==> src/rtl/cpu_defs.sv <==
// Shared definitions for the 8-bit CPU front end: feeder state encodings and byte constants.
package cpu_defs;

   localparam int unsigned SLOT_W = 8;

   localparam logic [SLOT_W-1:0] OPC_NOP = 8'h00;

   typedef enum logic [1:0] {
      FEEDER_LOAD_IDLE = 2'd0,
      FEEDER_LOAD      = 2'd1,
      FEEDER_OP        = 2'd2,
      FEEDER_IMM       = 2'd3
   } feeder_state_e;

endpackage : cpu_defs

==> src/rtl/prog_feeder_mem.sv <==
// Program image storage: flop array with synchronous write and registered read.
// The read register can be forced to a no-op so the CPU never sees stale or unloaded bytes.
module prog_feeder_mem
   import cpu_defs::*;
#(
   parameter int unsigned DEPTH  = 32,
   parameter int unsigned ADDR_W = 5
) (
   input  logic              clk,
   input  logic              rst_n,
   input  logic              i_we,
   input  logic [ADDR_W-1:0] i_waddr,
   input  logic [SLOT_W-1:0] i_wdata,
   input  logic [ADDR_W-1:0] i_raddr,
   input  logic              i_rd_zero,
   output logic [SLOT_W-1:0] o_rdata
);

   logic [SLOT_W-1:0] r_mem [DEPTH];
   logic [SLOT_W-1:0] r_rdata;

   // Image contents survive reset; only the host load rewrites them.
   always_ff @(posedge clk) begin
      if (i_we) begin
         r_mem[i_waddr] <= i_wdata;
      end
   end

   always_ff @(posedge clk or negedge rst_n) begin
      if (!rst_n) begin
         r_rdata <= OPC_NOP;
      end else if (i_rd_zero) begin
         r_rdata <= OPC_NOP;
      end else begin
         r_rdata <= r_mem[i_raddr];
      end
   end

   assign o_rdata = r_rdata;

endmodule : prog_feeder_mem

==> src/rtl/prog_feeder.sv <==
// Fetch stage of the 8-bit CPU: host loads a program image, CPU fetches opcode/immediate pairs by PC.
// Build option PROG_FEEDER_CHECKSUM_EN adds output chk, the XOR of all bytes accepted in the current load.
module prog_feeder
   import cpu_defs::*;
#(
   parameter int unsigned SLOTS = 16,
   parameter int unsigned AW    = 6
) (
   input  logic              clk,
   input  logic              rst_n,
   input  logic              load_en,
   input  logic              load_valid,
   input  logic [SLOT_W-1:0] load_data,
   output logic              load_ready,
   input  logic [AW-1:0]     cpu_pc,
   input  logic              cpu_fetch,
   output logic [SLOT_W-1:0] cpu_byte,
   output logic [6:0]        prog_len,
   output logic              past_end
`ifdef PROG_FEEDER_CHECKSUM_EN
   ,output logic [SLOT_W-1:0] chk
`endif
);

   localparam int unsigned SW    = $clog2(SLOTS);
   localparam int unsigned MW    = SW + 1;
   localparam int unsigned PW    = SW + 2;
   localparam int unsigned CMPW  = (AW > 7) ? AW : 7;
   localparam logic [PW-1:0] DEPTH = PW'(2 * SLOTS);

   feeder_state_e   r_state;
   logic [PW-1:0]   r_wr_ptr;
   logic [6:0]      r_prog_len;
   logic            r_load_ready;
   logic            r_past_end;
   logic            r_fetch_q;
   logic            r_pend;
   logic [SW-1:0]   r_cur_slot;

   logic            w_run;
   logic            w_enter_load;
   logic            w_accept;
   logic [PW-1:0]   w_wr_ptr_inc;
   logic [PW-1:0]   w_wr_ptr_nxt;
   logic [6:0]      w_prog_len_nxt;
   logic            w_pc_ovf;
   logic            w_pc_past;
   logic [SW-1:0]   w_slot_sel;
   logic [MW-1:0]   w_rd_addr;
   logic            w_rd_zero;

   assign w_run        = (r_state == FEEDER_OP) || (r_state == FEEDER_IMM);
   assign w_enter_load = load_en && (r_state != FEEDER_LOAD);
   assign w_accept     = (r_state == FEEDER_LOAD) && r_load_ready && load_valid;

   assign w_wr_ptr_inc   = r_wr_ptr + PW'(1);
   assign w_wr_ptr_nxt   = w_accept ? w_wr_ptr_inc : r_wr_ptr;
   assign w_prog_len_nxt = 7'(w_wr_ptr_nxt >> 1);

   // PCs beyond the memory saturate onto the last slot; past_end masks them anyway.
   assign w_pc_ovf   = CMPW'(cpu_pc) >= CMPW'(SLOTS);
   assign w_pc_past  = CMPW'(cpu_pc) >= CMPW'(r_prog_len);
   assign w_slot_sel = w_pc_ovf ? SW'(SLOTS - 1) : cpu_pc[SW-1:0];

   assign w_rd_addr = {r_cur_slot, (r_state == FEEDER_IMM)};
   assign w_rd_zero = r_past_end || !w_run;

   // Feeder FSM with load pointers and the delayed fetch handshake.
   always_ff @(posedge clk or negedge rst_n) begin
      if (!rst_n) begin
         r_state      <= FEEDER_LOAD_IDLE;
         r_wr_ptr     <= '0;
         r_prog_len   <= '0;
         r_load_ready <= 1'b0;
         r_past_end   <= 1'b1;
         r_fetch_q    <= 1'b0;
         r_pend       <= 1'b0;
         r_cur_slot   <= '0;
      end else begin
         r_fetch_q <= cpu_fetch && w_run && !load_en;
         if (w_enter_load) begin
            r_state      <= FEEDER_LOAD;
            r_wr_ptr     <= '0;
            r_prog_len   <= '0;
            r_load_ready <= 1'b1;
            r_past_end   <= 1'b1;
            r_pend       <= 1'b0;
         end else begin
            case (r_state)
               FEEDER_LOAD: begin
                  r_wr_ptr   <= w_wr_ptr_nxt;
                  r_prog_len <= w_prog_len_nxt;
                  if (!load_en) begin
                     r_state      <= FEEDER_OP;
                     r_cur_slot   <= '0;
                     r_past_end   <= (w_prog_len_nxt == 7'd0);
                     r_load_ready <= 1'b0;
                  end else begin
                     r_load_ready <= (w_wr_ptr_nxt < DEPTH);
                  end
               end
               FEEDER_OP: begin
                  r_state <= FEEDER_IMM;
                  if (r_fetch_q) begin
                     r_pend <= 1'b1;
                  end
               end
               FEEDER_IMM: begin
                  if (r_fetch_q || r_pend) begin
                     r_state    <= FEEDER_OP;
                     r_cur_slot <= w_slot_sel;
                     r_past_end <= w_pc_past;
                     r_pend     <= 1'b0;
                  end
               end
               default: begin
                  r_state <= FEEDER_LOAD_IDLE;
               end
            endcase
         end
      end
   end

`ifdef PROG_FEEDER_CHECKSUM_EN
   logic [SLOT_W-1:0] r_chk;

   // Running XOR over the bytes of the image currently being loaded.
   always_ff @(posedge clk or negedge rst_n) begin
      if (!rst_n) begin
         r_chk <= '0;
      end else if (w_enter_load) begin
         r_chk <= '0;
      end else if (w_accept) begin
         r_chk <= r_chk ^ load_data;
      end
   end

   assign chk = r_chk;
`endif

   prog_feeder_mem #(
      .DEPTH  (2 * SLOTS),
      .ADDR_W (MW)
   ) u_mem (
      .clk       (clk),
      .rst_n     (rst_n),
      .i_we      (w_accept),
      .i_waddr   (r_wr_ptr[MW-1:0]),
      .i_wdata   (load_data),
      .i_raddr   (w_rd_addr),
      .i_rd_zero (w_rd_zero),
      .o_rdata   (cpu_byte)
   );

   assign load_ready = r_load_ready;
   assign prog_len   = r_prog_len;
   assign past_end   = r_past_end;

endmodule : prog_feeder
==> config.mk <==
export PLATFORM = sky130hd
export DESIGN_NAME = prog_feeder
export DESIGN_NICKNAME = d
export VERILOG_FILES = /design/src/rtl/cpu_defs.sv /design/src/rtl/prog_feeder_mem.sv /design/src/rtl/prog_feeder.sv
export SDC_FILE = /design/constraint.sdc
export NUM_CORES = 1
export LEC_CHECK = 0
export CAP_MARGIN = 25
export CORE_UTILIZATION = 60
export DETAILED_ROUTE_END_ITERATION = 6
export PLACE_DENSITY_LB_ADDON = 0.1
export SETUP_SLACK_MARGIN = 0.5
export SLEW_MARGIN = 5
export SYNTH_ARGS = -nofsm -noshare
export SYNTH_HDL_FRONTEND = slang
export SYNTH_SLANG_ARGS = --single-unit
==> constraint.sdc <==
create_clock -name clk -period 3.55 [get_ports clk]
set_clock_uncertainty 0.1 [all_clocks]
set_input_delay 0.71 -clock clk [delete_from_list [all_inputs] [get_ports clk]]
set_output_delay 0.71 -clock clk [all_outputs]
set_load 0.01 [all_outputs]
# After elaboration in Yosys (flattened, before gate mapping)
# Memories as Yosys holds them, arrays and structs flattened.
# Cells that the tools add are included.
# totals
mem_bits_ro	0
ff_bits	31
in_bits	19
latchBits	0
memories	1
elab_cells	70
ramBits	256
output_inout_bits	17
# memory_table
memory	words	width	rd	rd_ports_with_merged_regs	write_ports	line	rtl
u_mem.r_mem	32	8	1	0	1	prog_feeder_mem.sv:19	logic [SLOT_W-1:0] r_mem [DEPTH];
# op_classes
eq_ne	9
n_addsub	1
mux	27
bitwise_logic	1
mul	0
n_reduce_logical	19
shift	0
magnitude_cmp	3
div_mod_pow	0
# ops
operator	count
6-bit two-way mux	3
7-bit two-way mux	2
4-bit two-way mux	3
1-bit two-way mux	11
3-bit inequality test, second input constant	3
8-bit two-way mux	1
4-bit case mux with 2 select lines	1
6-bit by 7-bit greater-or-equal comparator with 1-bit output	1
7-bit zero test	1
6-bit by 1-bit adder with 6-bit output, second input constant	1
6-bit by 5-bit greater-or-equal comparator with 1-bit output, second input constant	1
6-bit less-than comparator, second input constant	1
2-bit two-way mux	3
2-bit case mux with 3 select lines	1
3-bit AND reduction	2
3-bit nonzero test	2
1-bit logical AND	5
2-bit equality test, second input constant	2
2-bit inequality test, second input constant	2
1-bit case mux with 2 select lines	2
4-bit AND reduction	1
2-bit nonzero test	2
1-bit logical OR	3
2-bit by 1-bit equality test with 1-bit output, second input constant	1
other kinds (4)	5

# Logic depth before layout (Yosys ltp)
# logic_depth
word_depth	8
mapped_depth	9
ltp_nobuf	7

# Modules after synthesis
# From an unflattened synthesis, not the netlist that was laid out.
# unflattened
hier_cells	589
hier_area_um2	11487.3
# modules_own_cells
mod	seq_area_each_um2	instances	area_each_um2	cells_each
prog_feeder_mem	7887.6	1	10466.3	472
prog_feeder	401.6	1	1021.0	117

# Worst setup path after synthesis
# No wires, ideal clock.
# synth_path
path_kind	input to register
startpoint	input load_valid
endpoint	memory u_mem.r_mem[31][0] (enable)
required_ns	3.080
setup_ns	0.370
path_buffers	2
t_arrival_ns	1.668
setup_slack_ns	1.412
stages	5
cell_sequence	and4b_1 -> buf_2 -> nand2_1 -> buf_2 -> nor2_1
# synth_between
elab_chain_cells	3
# synth_rtl
element	line	rtl
start, declared	prog_feeder.sv:12	input logic load_valid,
1-bit logical AND	prog_feeder.sv:54	assign w_accept = (r_state == FEEDER_LOAD) && r_load_ready && load_valid;
1-bit two-way mux	prog_feeder_mem.sv:24	if (i_we) begin
1-bit two-way mux (not written as such)	prog_feeder_mem.sv:25	r_mem[i_waddr] <= i_wdata;
end, declared	prog_feeder_mem.sv:19	
# Every way passes these cells.

# Worst setup path in the final report
# layout_path
startpoint	register r_cur_slot[2]
endpoint	register u_mem.r_rdata[0] (netlist: u_mem.o_rdata[0])
# layout_between
elab_chain_cells	2
# layout_rtl
element	line	rtl
start, declared	prog_feeder.sv:38	logic [SW-1:0] r_cur_slot;
start signal, assigned	prog_feeder.sv:111	r_cur_slot <= w_slot_sel;
memory 32 x 8 bit	n/a	
8-bit two-way mux	prog_feeder_mem.sv:32	end else if (i_rd_zero) begin
end signal, assigned	prog_feeder_mem.sv:35	r_rdata <= r_mem[i_raddr];
end, declared	prog_feeder_mem.sv:20	logic [SLOT_W-1:0] r_rdata;
# Every way passes these cells.
# A chain may end at the register's enable or synchronous reset.

==> results.md <==
- Violated checks: design-rule violations
- Num CTS Buffers: 27
- Routed wire length: around 29 mm
- Post-CTS setup repair buffer count: 0
- Initial Util: 61.5%
- Util after Layout: between 60% and 70%
- FF-to-FF path depth: 5
- H-tree depth: 1
- Asr flop ratio synth: 8.57%
- Worst Max-Slew Pin Slew: roughly 0.9 ns
- Via count normalized by instance count: 6.63
- DRC viols: 1
- Post-DP HPWL: between 15 and 20 mm
- Synth Warn #: 0
- Most used DFF post-synth: edfxtp_1
- Die width: around 140 um
- Rel. slew slack: between 30% and 40%
- Crit Path Max Fanout: 19
- Largest net degree at the start of global routing: 65
- Top-Level Pins: 36
- Worst Hold End: r_pend$_DFFE_PN0P_
- Die Y-Extent: ~140 um
- Gr ovfl total: 0
- Worst setup EP type: flop
- Vias in the first global route: 6955
- Hold Path Stages: 2
- Worst min-delay path startpoint: r_pend$_DFFE_PN0P_
- Die footprint: roughly 20000 sq um
- Clock buffer depth: 3
- Rows: 50
- Req. time, crit path: ~3.8 ns
- CTS tree: built
- Final min period: 2.97 ns
- DR top layer: met4
- Syn Inst Count: roughly 800
- DRT met1 WL: 11.5 mm
- Largest stage delay, worst path: between 0.9 and 1 ns
- Netlist cell types: 55
- Post-synth EDFFs: ~260
- Worst Setup Start Kind: flop
- Nets: ~850
- CTS root buf: clkbuf_16
- Status: complete, but fails checks
- Number of diodes: 0
- Leak pwr: 4.40 nW
- Critical Path AT: roughly 3.3 ns
- Worst Hold Margin: around 0.46 ns
- Insertion delay to the later sink of the worst-skew pair: around 0.53 ns
- Flops & latches, synth: 280
- Final Setup Violations: 0
- Final hold vios: 0
- Max-Cap Viols: 0
- Pwr dens: approximately 560 nW/um^2
- Peak Freq: 0.336 GHz
- CP cell instances: nand2_1, a211oi_1, nor4_1, a22oi_1, o21ai_1
- Layout cell share with drive strength beyond 1: a little under an eighth
- RSZ-0062 raised after global routing: false
- # clock sinks: 280
- Final worst-path cycle share: 83.7%
- Register area share after synthesis: a little under three quarters
- Gpl congestion: about 0.96
- Global-route wire length before repair: roughly 42 mm
- Critical R2R Capture: u_mem.o_rdata[0]$_DFF_PN0_
- Met2 routed wirelength: approximately 13 mm
- Mapped Area: about 12000 sq um
- Antenna-violating nets left: 0
- Routed wl met3: ~3.1 mm
- Iteration-0 DRC Markers: ~950
- Max-slew violations: 0
- Avg Inst Size Synth: ~15 sq um
- P&R area growth vs syn: 12.2%
- Core area: 18800 sq um
- Clock transition at path regs: ~0.06 ns
- Initial antenna violation count: 0
- Overall Global Routing Usage: between 20% and 30%
- Top post-synthesis cells by area: edfxtp_1 67%, dfrtp_1 5.0%, a211oi_1 3.9%
- Accumulated negative setup slack: 0 ns
- Yosys top cell area share: between 60% and 70%
- CTS Hold Bufs: 0
- R2r setup slk: between 0.5 and 0.6 ns
- Via Count: 7144
- I/O Buffers: 33
- Crit Path Class: flop to flop
- Largest area contributor in the netlist: edfxtp_1
- Worst r2r src: r_cur_slot[2]$_DFFE_PN0P_
- DR pass1 iterations: 7
- Post_cts resized: 0
- Max rail drop VDD: just under 500 uV
- Slowest CP cell: dfrtp_1
- Worst Hold Class: flop to flop
- Avg WL per Cell: 26.6 um
layer usage:
metal  track usage, %  up-vias
met3             6.59       71
met1             42.3     3513
met5                0        -
met4             11.4        0
met2             45.1      448
li1                 -     3112
flip-flops by register name, indices dropped and copies added (netlist names):
name / flops
prog_len: 1
u_mem.o_rdata: 8
load_ready: 1
r_fetch_q: 1
r_wr_ptr: 5
u_mem.r_mem: 256
r_state: 2
past_end: 1
r_cur_slot: 4
r_pend: 1
cells by family after synthesis:
kind of cell	Yosys count	synth area share, %
flip-flops	280	71.8
buffers and inverters	71	3.08
multiplexers	28	3.62
AND/OR/NAND/NOR	231	10.3
adder cells (fa/ha/maj)	9	0.976
other	1	0.0325
AO/OA/AOI/OAI	160	9.96
XOR/XNOR	3	0.228
worst max-delay path by stage:
| stage | startpoint | to | cells past startpoint | slack, ns |
|---|---|---|---|---|
| 2_1_floorplan | load_valid | u_mem.r_mem[31][0]$_DFFE_PP_ | 5 | 1.41 |
| 5_1_grt | r_cur_slot[2]$_DFFE_PN0P_ | u_mem.o_rdata[1]$_DFF_PN0_ | 5 | 0.51 |
| 4_1_cts | r_cur_slot[2]$_DFFE_PN0P_ | u_mem.o_rdata[0]$_DFF_PN0_ | 5 | 0.63 |
| 6_report | r_cur_slot[2]$_DFFE_PN0P_ | u_mem.o_rdata[0]$_DFF_PN0_ | 5 | 0.58 |
| 3_5_place_dp | load_valid | u_mem.r_mem[2][2]$_DFFE_PP_ | 4 | 0.46 |
| 3_3_place_gp | load_valid | u_mem.r_mem[10][3]$_DFFE_PP_ | 4 | 0.57 |
cell usage after synthesis, types with 3 or more instances:
cell and instances:
nand2b_1 6, o21ai_1 9, and3_1 61, inv_1 12
nand2_1 81, buf_2 17, o21ai_0 8, o41ai_1 7
ha_1 9, a21o_1 3, mux4_2 11, xnor2_1 3
a22oi_1 8, clkbuf_1 26, buf_6 5, nand3_1 10
dfrtp_1 23, nand4_1 3, buf_4 8, nor4_1 16
a21oi_1 33, mux2i_1 17, a2111oi_2 8, nor2_1 40
edfxtp_1 256, o22ai_1 9, a211oi_1 60, o311ai_0 4
cell type report:
type	count	area, sq um
Clock buffer	36	739
Clock inverter	13	81.3
Fill cell	1276	5830
Inverter	13	48.8
Multi-Input combinational cell	433	2900
Sequential cell	280	8290
Tap cell	234	293
Timing Repair Buffer	68	593
where the power goes:
| part | leakage, nW | switching (mW) | internal [mW] | total [mW] |
|---|---|---|---|---|
| Combinational | 1.38 | 0.541 | 0.282 | 0.822 |
| Sequential | 2.62 | 0.0781 | 3.65 | 3.72 |
| Clock | 0.406 | 1.14 | 1.52 | 2.66 |
through the flow:
stage          power [mW]  cells  setup WS (ns)  cell area [sq um]
2_1_floorplan        4.27    784           1.41              11500
3_3_place_gp         4.57   1028          0.571              12100
3_5_place_dp         4.59   1028          0.463              12100
4_1_cts              7.23   1077          0.635              12900
5_1_grt              7.42   1077          0.514              12900
6_report             7.21   1077          0.577              12900
cells in the final DEF (no fill, tap or decap), types with 4 or more instances in the layout:
cell type        count
o22ai_1              9
nand2_1             81
o21ai_0              8
o41ai_1              7
inv_1               12
o21ai_1              9
ha_1                 9
buf_4               35
dfrtp_1             22
a2111oi_2            8
clkbuf_1             6
a22oi_1              8
o311ai_0             4
nor4_1              16
clkbuf_16           27
clkdlybuf4s50_1     33
a211oi_1            60
clkinv_1             8
nor2_1              40
and3_1              61
mux2i_1             17
nand2b_1             6
edfxtp_1           256
clkinv_2             5
nand3_1             10
a21oi_1             33
mux4_2              11
critical path: cells and delay by family (launching register included):
family | cells | cell delay (ns)
AOI/OAI and AO/OA | 3 | 1.03
and+or+nand+nor | 2 | 0.75
DFF | 1 | 0.94
No activity file was read; power rests on OpenSTA's default activity.
